==> config.mk <==
export PLATFORM = sky130hd
export DESIGN_NAME = instruction_fetch_unit
export DESIGN_NICKNAME = d
export VERILOG_FILES = /design/src/rtl/fetch_pkg.sv /design/src/rtl/instruction_fetch_unit.sv
export SDC_FILE = /design/constraint.sdc
export NUM_CORES = 1
export LEC_CHECK = 0
export BUFFER_PORTS_ARGS = -buffer_cell sky130_fd_sc_hd__buf_2
export CAP_MARGIN = 20
export CORE_MARGIN = 4
export CORE_UTILIZATION = 50
export CTS_BUF_LIST = sky130_fd_sc_hd__clkbuf_2
export DETAILED_ROUTE_END_ITERATION = 10
export PLACE_DENSITY = 0.73
export SYNTH_ARGS = -nofsm -noshare
export SYNTH_HDL_FRONTEND = slang
export SYNTH_SLANG_ARGS = --single-unit
==> constraint.sdc <==
create_clock -name clk -period 15.4 [get_ports clk]
set_input_delay 1.54 -clock clk [delete_from_list [all_inputs] [get_ports clk]]
set_output_delay 1.54 -clock clk [all_outputs]
set_load 0.01 [all_outputs]
==> src/rtl/fetch_pkg.sv <==
// Shared types and constants for the LEGv8 instruction fetch stage.
package fetch_pkg;

  typedef enum logic [1:0] {
    IDLE,
    REQ,
    SKID,
    DRAIN
  } fetch_state_t;

  localparam int INST_BYTES = 4;

endpackage

==> src/rtl/instruction_fetch_unit.sv <==
// LEGv8 fetch stage: owns the PC, handshakes with instruction memory and feeds IF/ID
// through a valid/stall output buffer backed by a one-entry skid register.
module instruction_fetch_unit
  import fetch_pkg::*;
#(
  parameter logic [63:0] RESET_PC = 64'h0
) (
  input  logic        clk,
  input  logic        reset,
  output logic        ImemReq,
  output logic [63:0] ImemAddr,
  input  logic        ImemAck,
  input  logic [31:0] ImemData,
  input  logic        Stall,
  input  logic        BrTaken,
  input  logic [63:0] BrTarget,
  output logic [63:0] IFPC,
  output logic [31:0] IFInst,
  output logic        IFValid
);

  fetch_state_t state_reg, state_next;
  logic [63:0]  pc_reg, pc_next;
  logic [63:0]  drain_addr_reg, drain_addr_next;
  logic         valid_reg, valid_next;
  logic [63:0]  out_pc_reg, out_pc_next;
  logic [31:0]  out_inst_reg, out_inst_next;
  logic [63:0]  skid_pc_reg, skid_pc_next;
  logic [31:0]  skid_inst_reg, skid_inst_next;
  logic         out_free;

  always_ff @(posedge clk or posedge reset) begin
    if (reset) begin
      state_reg      <= IDLE;
      pc_reg         <= RESET_PC;
      drain_addr_reg <= 64'h0;
      valid_reg      <= 1'b0;
      out_pc_reg     <= 64'h0;
      out_inst_reg   <= 32'h0;
      skid_pc_reg    <= 64'h0;
      skid_inst_reg  <= 32'h0;
    end else begin
      state_reg      <= state_next;
      pc_reg         <= pc_next;
      drain_addr_reg <= drain_addr_next;
      valid_reg      <= valid_next;
      out_pc_reg     <= out_pc_next;
      out_inst_reg   <= out_inst_next;
      skid_pc_reg    <= skid_pc_next;
      skid_inst_reg  <= skid_inst_next;
    end
  end

  always_comb begin
    state_next      = state_reg;
    pc_next         = pc_reg;
    drain_addr_next = drain_addr_reg;
    valid_next      = valid_reg;
    out_pc_next     = out_pc_reg;
    out_inst_next   = out_inst_reg;
    skid_pc_next    = skid_pc_reg;
    skid_inst_next  = skid_inst_reg;
    out_free        = ~valid_reg | ~Stall;

    // A consumed instruction leaves the buffer unless something refills it below.
    if (valid_reg && !Stall) begin
      valid_next = 1'b0;
    end

    if (BrTaken) begin
      pc_next    = BrTarget & ~64'h3;
      valid_next = 1'b0;
      case (state_reg)
        REQ: begin
          if (!ImemAck) begin
            state_next      = DRAIN;
            drain_addr_next = pc_reg;
          end else begin
            state_next = REQ;
          end
        end
        DRAIN:   state_next = ImemAck ? REQ : DRAIN;
        default: state_next = REQ;
      endcase
    end else begin
      case (state_reg)
        IDLE: state_next = REQ;
        REQ: begin
          if (ImemAck) begin
            pc_next = pc_reg + 64'(INST_BYTES);
            if (out_free) begin
              out_pc_next   = pc_reg;
              out_inst_next = ImemData;
              valid_next    = 1'b1;
            end else begin
              skid_pc_next   = pc_reg;
              skid_inst_next = ImemData;
              state_next     = SKID;
            end
          end
        end
        SKID: begin
          if (!Stall) begin
            out_pc_next   = skid_pc_reg;
            out_inst_next = skid_inst_reg;
            valid_next    = 1'b1;
            state_next    = REQ;
          end
        end
        DRAIN: begin
          if (ImemAck) begin
            state_next = REQ;
          end
        end
        default: state_next = IDLE;
      endcase
    end
  end

  assign ImemReq  = (state_reg == REQ) || (state_reg == DRAIN);
  assign ImemAddr = (state_reg == DRAIN) ? drain_addr_reg : pc_reg;
  assign IFPC     = out_pc_reg;
  assign IFInst   = out_inst_reg;
  assign IFValid  = valid_reg;

endmodule

# --- Yosys cells after proc, flatten, opt, wreduce, memory -nomap -nowiden ---
# Cells that the tools add are included.
word_totals:
  output_inout_bits: 162
  register_bits: 323
  wordCells: 64
op_classes:
  eq_ne: 10
  n_bitwise: 6
  reduce_logical: 13
  mux: 26
  addsub: 1
op_table:
  columns: ["operator", "n"]
  rows:
  - ["64-bit two-way mux", 7]
  - ["64-bit case mux with 2 select lines", 1]
  - ["32-bit two-way mux", 3]
  - ["64-bit by 3-bit adder with 64-bit output (second input constant)", 1]
  - ["32-bit case mux with 2 select lines", 1]
  - ["2-bit two-way mux", 7]
  - ["3-bit != test (second input constant)", 4]
  - ["2-bit case mux with 4 select lines", 1]
  - ["4-bit AND reduction", 2]
  - ["2-bit != test (second input constant)", 3]
  - ["2-bit nonzero test", 3]
  - ["1-bit two-way mux", 5]
  - ["1-bit NOT", 5]
  - ["5-bit AND reduction", 1]
  - ["2-bit equality test (second input constant)", 2]
  - ["3-bit AND reduction", 1]
  - ["2-bit by 1-bit equality test with 1-bit output (second input constant)", 1]
  - ["2-bit logical NOT", 1]
  - ["1-bit case mux with 2 select lines", 1]
  - ["2-bit AND reduction", 1]
  - ["2-bit OR reduction", 1]
  - ["1-bit logical AND", 1]
  - ["1-bit logical NOT", 1]
  - ["1-bit logical OR", 1]
  - ["1-bit OR", 1]

# --- Logic depth before layout (Yosys ltp) ---
# Gate-level depths: netlist (run 1).
logic_depth:
  depth_word: 7
  mapped_depth: 10
  depth_no_buf: 7

# --- Worst setup path after synthesis (run 1) ---
# Ideal clock, no wire load.
synth_path:
  path_kind: "reg-to-output"
  from: "register state_reg[0]"
  to: "output port ImemAddr[28]"
  arrival_ps: 1634
  path_slack_ps: 12226
  stages_incl_launch_ff: 5
  path_cell_list: "dfrtp_1 -> ha_1 -> clkbuf_1 -> clkbuf_1 -> mux2_2"
synth_between:
  elab_chain_cells: 2
synth_rtl:
  columns: ["item", "line", "text"]
  rows:
  - ["start, declared", "instruction_fetch_unit.sv:22", "fetch_state_t state_reg, state_next;"]
  - ["start signal, assigned", "instruction_fetch_unit.sv:43", "state_reg <= state_next;"]
  - ["2-bit equality test", "instruction_fetch_unit.sv:121", "assign ImemAddr = (state_reg == DRAIN) ? drain_addr_reg : pc_reg;"]
  - ["64-bit two-way mux", "instruction_fetch_unit.sv:121", null]
  - ["end, declared", "instruction_fetch_unit.sv:11", "output logic [63:0] ImemAddr,"]
# Every way passes these cells.

# --- Worst setup path in the final report (run 1) ---
layout_path:
  from: "register state_reg[1]"
  to: "output port ImemAddr[51]"
# Same word-level chain as after synthesis.

==> results of run 1 <==
==> worst reg2reg max path, stage by stage (launching register included) <==
cell	delay (ps)
dfrtp_1	480
inv_1	90
ha_1	370
nand2_1	300
nor4_2	680
nand3_1	380
or3_1	440
a31oi_1	170
==> metal layers <==
layer  vias up  wire, um  GRT usage (%)
met1      5486     16580          30.16
met4         0       437          6.334
met2       357     17650          35.39
met5         -         0              0
li1       5185         -              -
met3        42      2305          5.355
==> cell families (layout without fill, tap and decap cells) <==
group,after synthesis,in the layout,synth area share (%)
xor gates and xnor gates,39,39,2.284
buffers and inverters,118,411,3.338
and+or+nand+nor,349,349,12.10
DFF,315,315,52.70
other,1,5,0.02507
muxes,312,312,22.65
adders and majority gates,4,4,0.3346
AOI/OAI and AO/OA,181,181,6.575
==> how the worst max path moves through the flow <==
stage               cells past startpoint          from      endpoint
floorplan                               1         reset     IFInst[0]
global placement                        4         reset      IFPC[47]
detailed placement                      4         reset      IFPC[47]
CTS                                     3  state_reg[1]  ImemAddr[53]
global route                            3  state_reg[1]  ImemAddr[53]
finish                                  3  state_reg[1]  ImemAddr[51]
==> cell type report <==
cell class                 instances  area, um2  area share (%)
antenna                            1      2.502         0.01461
clock buffer                     117      585.6           3.419
clock inverter                    19      117.6          0.6867
inverter                           9      41.29          0.2411
multi-input combinational        889       6630           38.71
sequential                       315       7883           46.03
tap                              390      488.0           2.849
timing repair buffer             266       1379           8.051
==> stage by stage <==
step / cells / power, uW
final: 2006 / 2983
after global placement: 1868 / 2397
after global routing: 2006 / 3206
after floorplan: 1322 / 2050
after CTS: 2005 / 3026
after detailed placement: 1869 / 2454
==> cells in the final DEF, fill, tap and decap left out, types with 2 or more instances in the layout <==
| cell type | instances |
|---|---|
| dfrtp_1 | 315 |
| buf_2 | 255 |
| mux2_2 | 211 |
| nand2_1 | 181 |
| o21ai_0 | 149 |
| clkbuf_2 | 117 |
| mux2i_1 | 101 |
| nand3_1 | 39 |
| nor2_1 | 29 |
| xor2_1 | 27 |
| nand4_1 | 23 |
| or4_1 | 12 |
| xnor2_1 | 12 |
| nor4_1 | 11 |
| clkinv_1 | 11 |
| buf_4 | 10 |
| inv_1 | 7 |
| nor2b_1 | 7 |
| and3_1 | 7 |
| or3_1 | 7 |
| a31oi_1 | 7 |
| a22oi_1 | 5 |
| and2_1 | 4 |
| and4_1 | 4 |
| nand4_4 | 4 |
| nand4_2 | 4 |
| nor4_4 | 4 |
| nor4_2 | 4 |
| nor3_1 | 4 |
| a211o_1 | 4 |
| conb_1 | 4 |
| inv_2 | 3 |
| a21oi_1 | 3 |
| a221o_1 | 3 |
| o211ai_1 | 3 |
| inv_6 | 3 |
| o311ai_0 | 2 |
| o21ai_1 | 2 |
| ha_1 | 2 |
| ha_4 | 2 |
==> power by group <==
part	switching [uW]	leakage [uW]	internal (uW)
logic	567	0.00347	514
clock network	338	0.000544	221
registers	193	0.00393	1150
total	1100	0.00794	1890
==> synth_stat cells, types with 2 or more instances <==
cell / count
dfrtp_1: 315
mux2_2: 211
nand2_1: 181
o21ai_0: 149
mux2i_1: 101
clkbuf_1: 64
nand3_1: 40
nor2_1: 29
xor2_1: 27
buf_2: 26
nand4_1: 23
or4_1: 12
xnor2_1: 12
nor4_1: 11
buf_1: 10
inv_1: 8
a31oi_1: 7
and3_1: 7
nor2b_1: 7
or3_1: 7
a22oi_1: 5
buf_4: 5
nor3_1: 5
a211o_1: 4
and2_1: 4
and4_1: 4
clkbuf_2: 4
ha_1: 4
nand4_2: 4
nand4_4: 4
nor4_2: 4
nor4_4: 4
a21oi_1: 3
a221o_1: 3
o211ai_1: 3
o21ai_1: 2
o311ai_0: 2
==> flow_summary_export.csv, run 1 <==
group,metric,value,unit
timing,fin_setup_tns,0,ps
timing,clock-skew-final,106.8,ps
clocking,ctsHtreeMaxLevel,3,
routing,drtIter0Drc,640,
clocking,clk_pin_slew,110,ps
logic_synthesis,yosysTopAreaCell,"dfrtp_1",
timing,tightest_slew,1137,ps
layout,nets,1668,
floorplanning,core_area,29560,um2
logic_synthesis,syn_avg_cell_area,11.34,um2
global_routing,antenna_found_initial,1,
worst_setup_path,required,13860,ps
global_routing,grt_max_degree,125,
timing,finalHoldViolCount,0,
logic_synthesis,ys_seq_elements,315,
logic_synthesis,synth_cell_type_count,45,
worst_setup_path,timing.rr.start,"state_reg[1]",
worst_setup_path,critical_path.cell_chain,"ha_4, o21ai_0, buf_2",
layout,fin_area,17130,um2
global_routing,grt_pass1_wl,59.15,mm
worst_setup_path,crit_type,"flop to output port",
run,maxCapViolCount,0,
hold_path,hold_path.startpoint,"IFPC[12]",
floorplanning,die_h,181.0,um
floorplanning,num_rows,63,
floorplanning,die_w,181.0,um
logic_synthesis,syn-cell-area,14960,um2
logic_synthesis,synth_top_area_share,52.70,%
layout,fill_cells,2583,
logic_synthesis,yosysWarnings,0,
clocking,cts_resized,0,
routing,viasPerCell,5.518,
run_status,status,"completed",
worst_setup_path,crit_arrival,2850,ps
logic_synthesis,seq_area_frac_synth,52.70,%
floorplanning,die_area,32740,um2
worst_setup_path,r2r-end,"pc_reg[39]",
placed_design,gp_congestion,0.7984,
logic_synthesis,synthCells,1319,
hold_path,hp-class,"flop to flop",
worst_setup_path,startpoint_type,"flop",
worst_setup_path,slowest_delay,880,ps
logic_synthesis,ys_async_sr_fraction,100.0,%
timing,relSlewSlack,24.22,%
power,irDropWorstVdd,0.0001301,V
layout,fin_util,57.94,%
routing,dr.pass1.iters,5,
routing,drc,0,
worst_setup_path,ff2ff_path_depth,7,
clocking,post-cts-setup-buffers,0,
placed_design,pre_cts_ws,11500,ps
global_routing,grt_pass1_vias,11257,
worst_setup_path,slowest_stage,"ha_4",
timing,hold_slack,479.2,ps
routing,ant_nets,0,
routing,dr_total_vias,11070,
timing,maxSlewViolCount,0,
global_routing,grt.total_usage,22.04,%
worst_setup_path,cp_top_family,"adder cells",
timing,layout_setup_ws,11010,ps
clocking,cts_hold_buf,0,
hold_path,min_path_cells,2,
layout,drive_gt1_share,38.82,%
worst_setup_path,cp-end-kind,"output port",
logic_synthesis,synth.area.top_cells,"dfrtp_1 53%, mux2_2 16%, mux2i_1 6.8%",
floorplanning,initial_core_util,50.60,%
clocking,clkLatencyLatePin,870,ps
placed_design,place_area,16420,um2
timing,fin_crit_sh,28.48,%
timing,fmax,0.2280,GHz
power,power_density,174.2,nW/um2
logic_synthesis,synth_edf_count,0,
worst_setup_path,r2r_setup_slack,12360,ps
timing,final-setup-viol-count,0,
layout,syn2layout_area_growth,14.51,%
routing,wl,36.97,mm
clocking,cts-root-buf,"clkbuf_2",
timing,rsz0062_at_grt,"false",
global_routing,grt_overflow,0,
hold_path,min_to,"IFPC[12]",
worst_setup_path,path_max_fanout,67,
floorplanning,io_pins,263,
placed_design,io_buffers,256,
timing,fin_crit,4386,ps
clocking,numCtsBuffers,82,
routing,wl_per_cell,18.43,um
placed_design,post-dp-hpwl,24.58,mm
worst_setup_path,crit_buf_inv,1,
clocking,cts_max_path_buffers,3,
clocking,cts_tree,"yes",
power,leakage,0.007937,uW
clocking,cts.sinks,315,
logic_synthesis,synth_ff_type,"dfrtp_1",
Power figures use the tool's default switching activity.
==> run 2: changes to the inputs <==
--- a/config.mk
+++ b/config.mk
@@ -11,7 +11,7 @@
 export CORE_UTILIZATION = 50
 export CTS_BUF_LIST = sky130_fd_sc_hd__clkbuf_2
 export DETAILED_ROUTE_END_ITERATION = 10
-export PLACE_DENSITY = 0.73
+export PLACE_DENSITY = 0.75
 export SYNTH_ARGS = -nofsm -noshare
 export SYNTH_HDL_FRONTEND = slang
 export SYNTH_SLANG_ARGS = --single-unit
==> constraint.sdc (replaced) <==
create_clock -name clk -period 3.5 [get_ports clk]
set_input_delay 0.35 -clock clk [delete_from_list [all_inputs] [get_ports clk]]
set_output_delay 0.35 -clock clk [all_outputs]
set_load 0.01 [all_outputs]
==> flow_summary_export.csv, run 2 (synthesis results as in run 1) <==
group,metric,value,unit
run_status,status,"completed",
worst_setup_path,crit_arrival,3840,ps
global_routing,grt_pass1_vias,12042,
global_routing,grt.total_usage,23.36,%
clocking,cts-root-buf,"clkbuf_2",
layout,stdcell_count,2140,
timing,clock-skew-final,65.63,ps
timing,final-setup-viol-count,0,
timing,relSlewSlack,38.46,%
power,leakage,0.008510,uW
timing,fin_crit_sh,88.68,%
clocking,numCtsBuffers,82,
global_routing,grt_overflow,0,
worst_setup_path,path_max_fanout,10,
clocking,cts_resized,0,
routing,wl,38.65,mm
power,irDropWorstVdd,0.0003811,V
worst_setup_path,crit_buf_inv,2,
routing,drc,0,
worst_setup_path,cp-end-kind,"flop",
layout,syn2layout_area_growth,23.88,%
timing,fin_crit,3104,ps
timing,finalHoldViolCount,0,
worst_setup_path,critical_path.cell_chain,"inv_1, ha_1, nand3_1, nor2_1, nand3_1, xor2_1, o21ai_0, dlygate4sd3_1",
hold_path,min_path_cells,5,
layout,fin_util,62.68,%
worst_setup_path,slowest_stage,"nor2_1",
worst_setup_path,timing.rr.start,"state_reg[1]",
hold_path,min_to,"state_reg[1]",
worst_setup_path,crit_type,"flop to flop",
global_routing,grt_max_degree,166,
placed_design,post-dp-hpwl,24.39,mm
worst_setup_path,cp_top_family,"simple AND/OR/NAND/NOR gates",
worst_setup_path,r2r_setup_slack,400,ps
floorplanning,die_area,32740,um2
clocking,cts_max_path_buffers,3,
worst_setup_path,startpoint_type,"flop",
layout,nets,1798,
routing,ant_nets,0,
routing,viasPerCell,5.400,
clocking,cts.sinks,315,
placed_design,gp_congestion,0.7808,
floorplanning,die_h,181.0,um
clocking,ctsHtreeMaxLevel,3,
clocking,cts_tree,"yes",
timing,tightest_slew,923.2,ps
layout,layout_common_cells,"315 x dfrtp_1, 255 x buf_2, 211 x mux2_2",
floorplanning,core_area,29560,um2
layout,mostFrequentLayoutCell,"dfrtp_1",
worst_setup_path,ff2ff_path_depth,8,
routing,drtIter0Drc,683,
clocking,clk_pin_slew,90,ps
timing,fmax,0.3222,GHz
placed_design,dp_cells,1873,
clocking,clkLatencyLatePin,850,ps
floorplanning,num_rows,63,
timing,maxSlewViolCount,0,
worst_setup_path,slowest_delay,620,ps
worst_setup_path,required,4240,ps
clocking,post-cts-setup-buffers,0,
clocking,cts_hold_buf,126,
placed_design,io_buffers,256,
floorplanning,io_pins,263,
run,maxCapViolCount,0,
global_routing,antenna_found_initial,2,
floorplanning,initial_core_util,50.60,%
routing,dr_total_vias,11555,
routing,wl_per_cell,18.06,um
hold_path,hp-class,"input pin to flop",
power,power_density,726.6,nW/um2
layout,drive_gt1_share,36.27,%
timing,hold_slack,124.7,ps
worst_setup_path,r2r-end,"pc_reg[10]",
routing,dr.pass1.iters,5,
hold_path,hold_path.startpoint,"ImemAck",
floorplanning,die_w,181.0,um
global_routing,grt_pass1_wl,62.93,mm
timing,rsz0062_at_grt,"false",
worst_setup_path,cp_common_cell,"nand3_1",
==> run 2: metal layers <==
layer  vias to the layer above  GRT usage (%)  wire length (um)
li1                       5451              -                 -
met1                      5690          31.16             16820
met2                       360          38.63             18860
met3                        54          5.194              2263
met4                         0          6.995               708
met5                         -              0                 0
==> run 2: where the power goes <==
part	total, uW	internal [uW]	switching (uW)
combinational	4970	2420	2560
sequential	5930	5060	867
clock	2560	1070	1500
total	13500	8540	4920
==> run 2: stage by stage <==
step           power [uW]  TNS [ps]  setup WS (ps)  cell area [um2]
3_5_place_dp        10840         0          656.4            16510
2_1_floorplan        9022   -329760          -1047            14970
3_3_place_gp        10590         0          701.8            16510
4_1_cts             13570         0          331.6            18520
5_1_grt             14460         0          108.4            18530
6_report            13460         0          396.2            18530
==> run 2: how the worst max path moves through the flow <==
stage	from	endpoint	slack [ps]	depth (start not counted)
finish	state_reg[1]	pc_reg[10]	400	8
global route	state_reg[1]	pc_reg[10]	110	8
CTS	state_reg[1]	ImemAddr[22]	330	4
detailed placement	state_reg[1]	pc_reg[50]	660	7
global placement	state_reg[1]	pc_reg[50]	700	7
floorplan	reset	IFInst[0]	-1050	1
==> run 2: tightest hold or removal path, stage by stage <==
cell,delay [ps]
buf_2,130
inv_1,100
and2_1,170
nand2_1,60
o21ai_0,80
==> run 2: layout make-up <==
type / count / area [um2]
multi-input cells: 889 / 6630
clock buffers: 120 / 600.6
well taps: 390 / 488.0
diodes: 2 / 5.005
flip-flops and latches: 315 / 7883
inverters: 9 / 37.54
fillers: 2283 / 11030
repair buffers: 396 / 2738
clock inverters: 19 / 147.6
